**src/rtl/mem_stage_if.sv**
```systemverilog
// Data-memory request/acknowledge port of the MEM stage.
// The stage is the master; the data memory (or its model) is the slave.
interface mem_stage_if;
  logic        memReq;
  logic        memWe;
  logic [31:0] memAddr;
  logic [31:0] memWData;
  logic [3:0]  memByteEn;
  logic [31:0] memRData;
  logic        memAck;

  modport master (
    output memReq, memWe, memAddr, memWData, memByteEn,
    input  memRData, memAck
  );

  modport slave (
    input  memReq, memWe, memAddr, memWData, memByteEn,
    output memRData, memAck
  );
endinterface

```
**src/rtl/mem_stage.sv**
```systemverilog
// Memory-access stage: word/byte loads and stores over a req/ack port.
// Stalls upstream while an access is outstanding and aborts on timeout.
module mem_stage #(
  parameter int unsigned TIMEOUT = 16
) (
  input  logic        clock,
  input  logic        reset,
  input  logic        inValid,
  input  logic        flush,
  input  logic [31:0] inResult,
  input  logic [31:0] inReadData2,
  input  logic [4:0]  inRd,
  input  logic        inMemRead,
  input  logic        inMemWrite,
  input  logic        inWord,
  input  logic        inRegWrite,
  input  logic        inMemToReg,
  mem_stage_if.master dmem,
  output logic        stall,
  output logic        outValid,
  output logic        outRegWrite,
  output logic [4:0]  outRd,
  output logic [31:0] outWbData,
  output logic        outMisaligned,
  output logic        outBusError
);

  typedef enum logic {IDLE = 1'b0, BUSY = 1'b1} state_t;

  localparam logic [7:0] LP_TIMEOUT = 8'(TIMEOUT);

  state_t      r_state;
  logic [7:0]  r_cnt;

  // Captured instruction while the access is outstanding
  logic        r_word;
  logic        r_store;
  logic        r_reg_write;
  logic        r_mem_to_reg;
  logic [1:0]  r_lane;
  logic [4:0]  r_rd;
  logic [31:0] r_result;

  logic        r_req;
  logic        r_we;
  logic [31:0] r_addr;
  logic [31:0] r_wdata;
  logic [3:0]  r_be;

  logic        r_out_valid;
  logic        r_out_reg_write;
  logic [4:0]  r_out_rd;
  logic [31:0] r_out_wb_data;
  logic        r_out_misaligned;
  logic        r_out_bus_error;

  logic        w_live;
  logic        w_mem_op;
  logic        w_misaligned;
  logic        w_issue;
  logic        w_timeout;
  logic [7:0]  w_lane_byte;
  logic [31:0] w_load_data;
  logic [31:0] w_wb_data;

  assign w_live       = inValid & ~flush;
  assign w_mem_op     = inMemRead | inMemWrite;
  assign w_misaligned = inWord & (inResult[1:0] != 2'b00);
  assign w_issue      = w_live & w_mem_op & ~w_misaligned;
  assign w_timeout    = (r_cnt == LP_TIMEOUT);

  // memAck reaches stall combinationally so EX/MEM advances on the completing edge
  assign stall = ((r_state == IDLE) & w_issue) |
                 ((r_state == BUSY) & ~dmem.memAck & (r_cnt < LP_TIMEOUT));

  // NOTE: every signal written in always_comb gets a default first, so no latch is inferred.
  always_comb begin
    w_lane_byte = dmem.memRData[7:0];
    case (r_lane)
      2'd1:    w_lane_byte = dmem.memRData[15:8];
      2'd2:    w_lane_byte = dmem.memRData[23:16];
      2'd3:    w_lane_byte = dmem.memRData[31:24];
      default: w_lane_byte = dmem.memRData[7:0];
    endcase
    w_load_data = r_word ? dmem.memRData : {{24{w_lane_byte[7]}}, w_lane_byte};
    w_wb_data   = r_mem_to_reg ? w_load_data : r_result;
  end

  // NOTE: sequential state uses non-blocking assignments only, so every register
  // samples the pre-edge values regardless of statement order.
  always_ff @(posedge clock or posedge reset) begin
    if (reset) begin
      r_state          <= IDLE;
      r_cnt            <= 8'd0;
      r_word           <= 1'b0;
      r_store          <= 1'b0;
      r_reg_write      <= 1'b0;
      r_mem_to_reg     <= 1'b0;
      r_lane           <= 2'd0;
      r_rd             <= 5'd0;
      r_result         <= 32'd0;
      r_req            <= 1'b0;
      r_we             <= 1'b0;
      r_addr           <= 32'd0;
      r_wdata          <= 32'd0;
      r_be             <= 4'd0;
      r_out_valid      <= 1'b0;
      r_out_reg_write  <= 1'b0;
      r_out_rd         <= 5'd0;
      r_out_wb_data    <= 32'd0;
      r_out_misaligned <= 1'b0;
      r_out_bus_error  <= 1'b0;
    end else begin
      r_out_valid      <= 1'b0;
      r_out_reg_write  <= 1'b0;
      r_out_misaligned <= 1'b0;
      r_out_bus_error  <= 1'b0;
      case (r_state)
        IDLE: begin
          if (w_live && !w_mem_op) begin
            r_out_valid     <= 1'b1;
            r_out_reg_write <= inRegWrite;
            r_out_rd        <= inRd;
            r_out_wb_data   <= inResult;
          end else if (w_live && w_misaligned) begin
            r_out_valid      <= 1'b1;
            r_out_rd         <= inRd;
            r_out_misaligned <= 1'b1;
          end else if (w_issue) begin
            r_state      <= BUSY;
            r_cnt        <= 8'd0;
            r_word       <= inWord;
            r_store      <= inMemWrite & ~inMemRead;
            r_reg_write  <= inRegWrite;
            r_mem_to_reg <= inMemToReg;
            r_lane       <= inResult[1:0];
            r_rd         <= inRd;
            r_result     <= inResult;
            r_req        <= 1'b1;
            r_we         <= inMemWrite & ~inMemRead;
            r_addr       <= {inResult[31:2], 2'b00};
            r_wdata      <= inWord ? inReadData2 : {4{inReadData2[7:0]}};
            r_be         <= inWord ? 4'b1111 : (4'b0001 << inResult[1:0]);
          end
        end
        BUSY: begin
          if (dmem.memAck) begin
            r_state         <= IDLE;
            r_req           <= 1'b0;
            r_out_valid     <= 1'b1;
            r_out_reg_write <= r_reg_write & ~r_store;
            r_out_rd        <= r_rd;
            r_out_wb_data   <= w_wb_data;
          end else if (w_timeout) begin
            r_state         <= IDLE;
            r_req           <= 1'b0;
            r_out_valid     <= 1'b1;
            r_out_rd        <= r_rd;
            r_out_bus_error <= 1'b1;
          end else begin
            r_cnt <= r_cnt + 8'd1;
          end
        end
        default: r_state <= IDLE;
      endcase
    end
  end

  assign dmem.memReq    = r_req;
  assign dmem.memWe     = r_we;
  assign dmem.memAddr   = r_addr;
  assign dmem.memWData  = r_wdata;
  assign dmem.memByteEn = r_be;

  assign outValid      = r_out_valid;
  assign outRegWrite   = r_out_reg_write;
  assign outRd         = r_out_rd;
  assign outWbData     = r_out_wb_data;
  assign outMisaligned = r_out_misaligned;
  assign outBusError   = r_out_bus_error;

endmodule
```
**src/flat_wrapper.sv**
```systemverilog
// flat-port wrapper written by rule: the top's interface ports become plain ports
module mem_stage_flat 
#(
  parameter int unsigned TIMEOUT = 16
)
  (clock, reset, inValid, flush, inResult, inReadData2, inRd, inMemRead, inMemWrite, inWord, inRegWrite, inMemToReg, stall, outValid, outRegWrite, outRd, outWbData, outMisaligned, outBusError, dmem_memReq, dmem_memWe, dmem_memAddr, dmem_memWData, dmem_memByteEn, dmem_memRData, dmem_memAck);
  mem_stage_if dmem_i ();
  input  logic clock;
  input  logic reset;
  input  logic inValid;
  input  logic flush;
  input  logic [31:0] inResult;
  input  logic [31:0] inReadData2;
  input  logic [4:0] inRd;
  input  logic inMemRead;
  input  logic inMemWrite;
  input  logic inWord;
  input  logic inRegWrite;
  input  logic inMemToReg;
  output logic stall;
  output logic outValid;
  output logic outRegWrite;
  output logic [4:0] outRd;
  output logic [31:0] outWbData;
  output logic outMisaligned;
  output logic outBusError;
  output wire logic [$bits(dmem_i.memReq)-1:0] dmem_memReq;
  output wire logic [$bits(dmem_i.memWe)-1:0] dmem_memWe;
  output wire logic [$bits(dmem_i.memAddr)-1:0] dmem_memAddr;
  output wire logic [$bits(dmem_i.memWData)-1:0] dmem_memWData;
  output wire logic [$bits(dmem_i.memByteEn)-1:0] dmem_memByteEn;
  input wire logic [$bits(dmem_i.memRData)-1:0] dmem_memRData;
  input wire logic [$bits(dmem_i.memAck)-1:0] dmem_memAck;
  assign dmem_memReq = dmem_i.memReq;
  assign dmem_memWe = dmem_i.memWe;
  assign dmem_memAddr = dmem_i.memAddr;
  assign dmem_memWData = dmem_i.memWData;
  assign dmem_memByteEn = dmem_i.memByteEn;
  assign dmem_i.memRData = dmem_memRData;
  assign dmem_i.memAck = dmem_memAck;
  mem_stage #(.TIMEOUT(TIMEOUT)) u_core (.clock(clock), .reset(reset), .inValid(inValid), .flush(flush), .inResult(inResult), .inReadData2(inReadData2), .inRd(inRd), .inMemRead(inMemRead), .inMemWrite(inMemWrite), .inWord(inWord), .inRegWrite(inRegWrite), .inMemToReg(inMemToReg), .dmem(dmem_i), .stall(stall), .outValid(outValid), .outRegWrite(outRegWrite), .outRd(outRd), .outWbData(outWbData), .outMisaligned(outMisaligned), .outBusError(outBusError));
endmodule
```
**config.mk**
```make
export PLATFORM = sky130hd
export DESIGN_NAME = mem_stage_flat
export DESIGN_NICKNAME = d
export VERILOG_FILES = /design/src/rtl/mem_stage_if.sv /design/src/rtl/mem_stage.sv /design/src/flat_wrapper.sv
export SDC_FILE = /design/constraint.sdc
export NUM_CORES = 1
export LEC_CHECK = 0
export ABC_CLOCK_PERIOD_IN_PS = 4400
export CORE_ASPECT_RATIO = 1.5
export CORE_MARGIN = 2
export CORE_UTILIZATION = 41
export CTS_BUF_LIST = sky130_fd_sc_hd__clkbuf_8
export CTS_CLUSTER_DIAMETER = 50
export DETAILED_ROUTE_END_ITERATION = 6
export PLACE_DENSITY = 0.8
export SLEW_MARGIN = 20
export SYNTH_ARGS = -nofsm -noshare
export SYNTH_HDL_FRONTEND = slang
export SYNTH_SLANG_ARGS = --single-unit
```
**constraint.sdc**
```tcl
create_clock -name clock -period 4.4 [get_ports clock]
set_clock_uncertainty 0.05 [all_clocks]
set_input_delay 1.1 -clock clock [delete_from_list [all_inputs] [get_ports clock]]
set_output_delay 1.1 -clock clock [all_outputs]
set_load 0.005 [all_outputs]
```
# ---- Yosys cells after proc, flatten, opt, wreduce, memory -nomap -nowiden
# Cells that the tools add are included.
dict set report classes {
  addsub 1
  order_cmp 1
  eq_ne 13
  shifts 1
  muxes 43
  bitwise 19
  n_reduce_logical 9
}
# op count
set op_table {}
lappend op_table {{32-bit two-way mux} 5}
lappend op_table {{32-bit one-hot mux with 2 select lines} 1}
lappend op_table {{8-bit two-way mux} 5}
lappend op_table {{8-bit one-hot mux with 3 select lines} 1}
lappend op_table {{1-bit two-way mux} 20}
lappend op_table {{5-bit two-way mux} 4}
lappend op_table {{8-bit one-hot mux with 2 select lines} 1}
lappend op_table {{2-bit != test (second input constant)} 6}
lappend op_table {{5-bit one-hot mux with 2 select lines} 1}
lappend op_table {{1-bit bitwise AND} 9}
lappend op_table {{8-bit by 1-bit adder with 8-bit output (second input constant)} 1}
lappend op_table {{8-bit by 5-bit == test with 1-bit output (second input constant)} 1}
lappend op_table {{8-bit by 5-bit < comparator with 1-bit output (second input constant)} 1}
lappend op_table {{1-bit inverter} 8}
lappend op_table {{1-bit one-hot mux with 2 select lines} 4}
lappend op_table {{4-bit AND reduction} 2}
lappend op_table {{3-bit != test (second input constant)} 2}
lappend op_table {{5-bit AND reduction} 1}
lappend op_table {{2-bit == test (second input constant)} 2}
lappend op_table {{4-bit two-way mux} 1}
lappend op_table {{2-bit AND reduction} 2}
lappend op_table {{1-bit by 2-bit left shift with 4-bit output (first input constant)} 1}
lappend op_table {{2-bit by 1-bit == test with 1-bit output (second input constant)} 1}
lappend op_table {{1-bit logical AND} 2}
lappend op_table {{other kinds (4)} 5}
dict set report word_totals {
  ff_bits 160
  in_bits 111
  output_inout_bits 112
  elab_cells 106
}

# ---- Depth between registers and ports, before layout
dict set report depth {
  ltp_word 8
  depth_mapped 9
  depth_no_buf 6
}

# ---- Worst setup path after synthesis
# No wires, ideal clock.
dict set report synth_timing {
  path_kind {input-to-output}
  startpoint {input port flush}
  endpoint {output port stall}
  arrival_time_ns 2.439
  required_time_ns 3.250
  setup_slack_ns 0.811
  stages 5
  n_path_buf 2
  cell_sequence {or3b_1 > buf_2 > nor3_1 > clkbuf_1 > a31o_2}
}
dict set report synth_via {
  elab_chain_len 6
}
# item line
set synth_rtl {}
lappend synth_rtl {{start, declared} flat_wrapper.sv:11} ;# input logic flush;
lappend synth_rtl {{1-bit inverter} mem_stage.sv:66} ;# assign w_live = inValid & ~flush;
lappend synth_rtl {{1-bit bitwise AND} mem_stage.sv:66}
lappend synth_rtl {{1-bit bitwise AND (2 in a row)} mem_stage.sv:69} ;# assign w_issue = w_live & w_mem_op & ~w_misaligned;
lappend synth_rtl {{1-bit bitwise AND} mem_stage.sv:73} ;# assign stall = ((r_state == IDLE) & w_issue) |
lappend synth_rtl {{1-bit OR} mem_stage.sv:73}
lappend synth_rtl {{end, declared} flat_wrapper.sv:20} ;# output logic stall;
# Every way passes these cells.

# ---- Worst setup path in the final report
dict set report layout_timing {
  startpoint {input port inValid}
  endpoint {output port stall}
}
dict set report layout_via {
  elab_chain_len 5
}
# item line
set layout_rtl {}
lappend layout_rtl {{start, declared} flat_wrapper.sv:10} ;# input logic inValid;
lappend layout_rtl {{1-bit bitwise AND} mem_stage.sv:66}
lappend layout_rtl {{1-bit bitwise AND (2 in a row)} mem_stage.sv:69}
lappend layout_rtl {{1-bit bitwise AND} mem_stage.sv:73}
lappend layout_rtl {{1-bit OR} mem_stage.sv:73}
# Every way passes these cells.

==> results.rst <==
.. list-table::
   :header-rows: 1

   * - Metric
     - Value
   * - Layout fillers
     - between 1k and 1.5k
   * - Max-cap check violation count
     - 0
   * - Via count of the first global-routing pass
     - about 5.6k
   * - Warnings, synthesis
     - 0
   * - Arrival @ worst endpoint
     - 2810 ps
   * - Syn-to-layout area delta
     - 47.13%
   * - Run status
     - finished clean
   * - Number of pins with negative max-slew slack in the final report
     - 0
   * - Ports placed on the boundary
     - about 220
   * - Total power draw
     - about 4300 uW
   * - Clock slew at the register clock pins of the worst setup and hold paths
     - 70 ps
   * - Number of nets with antenna violations after routing
     - 0
   * - Fraction of the core area covered by cells at the end of the flow
     - about three fifths
   * - DRT iter0 DRCs
     - between 300 and 400
   * - Residual DRC
     - 0
   * - Setup violations, final
     - 0
   * - Max rail drop VDD
     - about 220 uV
   * - Final Hold Viols
     - 0
   * - Sequential cell area fraction in the yosys report
     - 54.27%
   * - Compound-gate portion of the synthesized area
     - about a fifth
   * - Ranking of synthesized cells by area
     - dfrtp_1 54%, nand2_1 8.9%, a21oi_1 4.6%
   * - Largest net degree at the start of global routing
     - around 60
   * - Total power divided by cell area
     - around 500 nW/um2
   * - Crit path largest cell delay
     - roughly 500 ps
   * - Avg WL per Cell
     - approximately 19 um
   * - Cells traversed along the worst timing path
     - clkdlybuf4s50_1 -> or3b_1 -> nor3_2 -> a31o_2 -> clkdlybuf4s50_1
   * - Detailed-routing iteration count for the pre-antenna-repair pass
     - 5
   * - Via density per instance
     - roughly 5.5
   * - First-pass GRT wire length
     - 29890 um
   * - Worst setup EP type
     - output port
   * - Crit-path most repeated cell
     - clkdlybuf4s50_1
   * - Synthesized area per cell
     - 9.581 um2
   * - Design area
     - 8683 um2
   * - Worst min-delay path category
     - flip-flop to flip-flop
   * - Share of cells above drive strength 1
     - under 10%
   * - Pin slew with the least headroom to its limit
     - around 1100 ps
   * - Initial Utilization
     - between 40% and 50%
   * - Number of hold buffers added after cts
     - 0
   * - Final wirelength
     - around 19000 um
   * - Final min period
     - 3958 ps
   * - Cell taking the most area after synthesis
     - dfrtp_1
   * - Count of state elements after synthesis
     - 128
   * - Die boundary width
     - 102.0 um
   * - Count of nets after finishing
     - about 930
   * - Worst-path fanout max
     - 2
   * - Height of the die
     - 150.9 um
   * - Maximum count of clock buffers along a single path
     - 2
   * - Count of mapped cells out of synthesis
     - just over 600
   * - Post-synth top flop
     - dfrtp_1
   * - Estimated wirelength of the detail-placed design
     - about 13000 um
   * - Leading cell type in the layout, fill and taps excluded
     - clkdlybuf4s50_1
   * - Critical path buffers and inverters
     - 2
   * - Number of library cell types mapped by synthesis
     - 50
   * - Buffer cell driving the clock tree root
     - clkbuf_8
   * - Global-route usage over all layers
     - between 20% and 30%
   * - Largest family of logic cells by synthesized area
     - compound AO/OA/AOI/OAI gates
   * - Required time at the endpoint of the critical path
     - ~3300 ps
   * - Most utilized layer in the global route result
     - met2
   * - CTS tree
     - done
   * - Number of sinks handled by clock tree synthesis
     - between 100 and 150
   * - Crit start category
     - input pin
   * - Number of buffers inserted during clock tree synthesis
     - 17
   * - Delay-heaviest family, CP
     - buffers and inverters
   * - RePlAce Congestion
     - a little under 0.9
   * - Final TNS setup
     - 0 ps
   * - CORE AREA
     - 14060 um2
   * - Post-Place Worst Slack
     - roughly 440 ps
   * - Global-route track usage on met3
     - 6.045%
   * - Count of flip-flops with a built-in enable after synthesis
     - 0
   * - CP max-delay cell
     - clkdlybuf4s50_1
   * - DIE AREA
     - roughly 15000 um2
   * - Routing usage on met2
     - roughly two fifths
   * - Path type of the worst setup path
     - input pin to output port
   * - Maximum clock frequency
     - between 200 and 300 MHz
   * - Fraction of synthesized cell area taken by the top area cell type
     - a little over half
   * - Share of synthesized cell area in full adder, half adder and majority cells
     - less than 1%
   * - Leakage power
     - roughly 0.0037 uW
   * - Xor-xnor portion of the synthesized cell area
     - 0.7420%
   * - Met1 global-route usage
     - a little under a third
   * - Unrepaired setup endpoints after global routing
     - false
   * - Dpl cell area
     - 8255 um2
   * - Number of cell rows
     - 53
   * - Total number of H-tree levels
     - 4
   * - Commonest cells after routing, fill and taps aside
     - 220 x clkdlybuf4s50_1, 140 x nand2_1, 128 x dfrtp_1
   * - Total overflow reported by the global router
     - 0
   * - Latest clock arrival within the worst-skew pair
     - 420 ps
   * - Post-synthesis instance area
     - a little under 6000 um2
   * - Input/output buffers
     - 220
   * - Period utilization
     - roughly 90%
   * - Mux share of post-synthesis cell area
     - 3.752%
   * - Cts repair resizes
     - 0
   * - Relative slew slack
     - between 20% and 30%
   * - Post-CTS setup repair buffer count
     - 0
   * - Simple-Gate Fraction of Synth Area
     - ~15%
   * - Smallest setup slack after layout
     - between 400 and 500 ps
   * - Antenna violations before repair
     - 0
   * - Routed via count
     - ~5.6k
   * - Asr flop ratio synth
     - 100.0%
## tightest hold or removal path, cell delays in order, from the launching register on
cell,delay (ps)
dfrtp_1,340
nand2_1,50
nand2_1,60
## cell usage after synthesis (2+ instances only)
cell type / count
o221ai_1: 6
xnor2_1: 4
nand3_1: 2
a2bb2oi_1: 2
or3_1: 8
a221o_1: 24
nand2_1: 140
nor3_1: 4
mux2_2: 17
nand4_1: 2
nand2b_1: 2
clkbuf_1: 30
a21oi_1: 54
nor2_1: 30
buf_1: 2
buf_2: 10
mux2i_1: 3
and2_1: 10
buf_6: 4
inv_1: 16
buf_4: 4
o22ai_1: 26
o311a_1: 5
dfrtp_1: 128
ha_1: 2
o32ai_1: 9
o21ai_0: 48
or2_2: 2
## path summary, 6_finish.rpt
check                               start                   to  slack, ps  cells after the start
max reg2reg                u_core.r_state      u_core.r_cnt[2]       1770                      6
max in group asynchronous           reset      u_core.outRd[1]       2550                      4
min in group asynchronous           reset  u_core.outWbData[7]        940                      2
max                               inValid                stall        440                      5
min reg2reg                u_core.r_rd[2]       u_core.r_rd[2]        430                      2
min                        u_core.r_rd[2]       u_core.r_rd[2]        430                      2
## cells by family (layout without fill, tap and decap cells)
family,count (synthesis),in the layout
mux,20,20
flops,128,128
other cells,1,3
simple gates,209,209
buf+inv,66,283
compound gates,185,185
fa+ha+maj,2,2
xor+xnor,5,5
## metrics by stage
step / cells / hold slack, ps
6_report: 1027 / 425.5
5_1_grt: 1026 / 451.9
4_1_cts: 1025 / 429.2
3_5_place_dp: 993 / 410.9
3_3_place_gp: 993 / 402.3
2_1_floorplan: 617 / 390.1
## power by group
group,switching [uW],internal (uW)
Clock,478,557
Combinational,576,893
Sequential,249,1510
## cell type report
| type | instances | area (um2) | area share (%) |
|---|---|---|---|
| Clock buffer | 17 | 234.0 | 2.695 |
| Antenna cell | 1 | 2.502 | 0.02882 |
| Multi-Input combinational cell | 423 | 2416 | 27.82 |
| Sequential cell | 128 | 3203 | 36.89 |
| Tap cell | 192 | 240.2 | 2.767 |
| Timing Repair Buffer | 235 | 2352 | 27.09 |
| Clock inverter | 15 | 171.4 | 1.974 |
| Inverter | 16 | 63.81 | 0.7349 |
## metal layers
layer	routed length (um)	part of all wire [%]
met2	9654	50
met1	7512	39
met3	1409	7.3
met5	0	0
met4	790	4.1
Power figures use the tool's default switching activity.
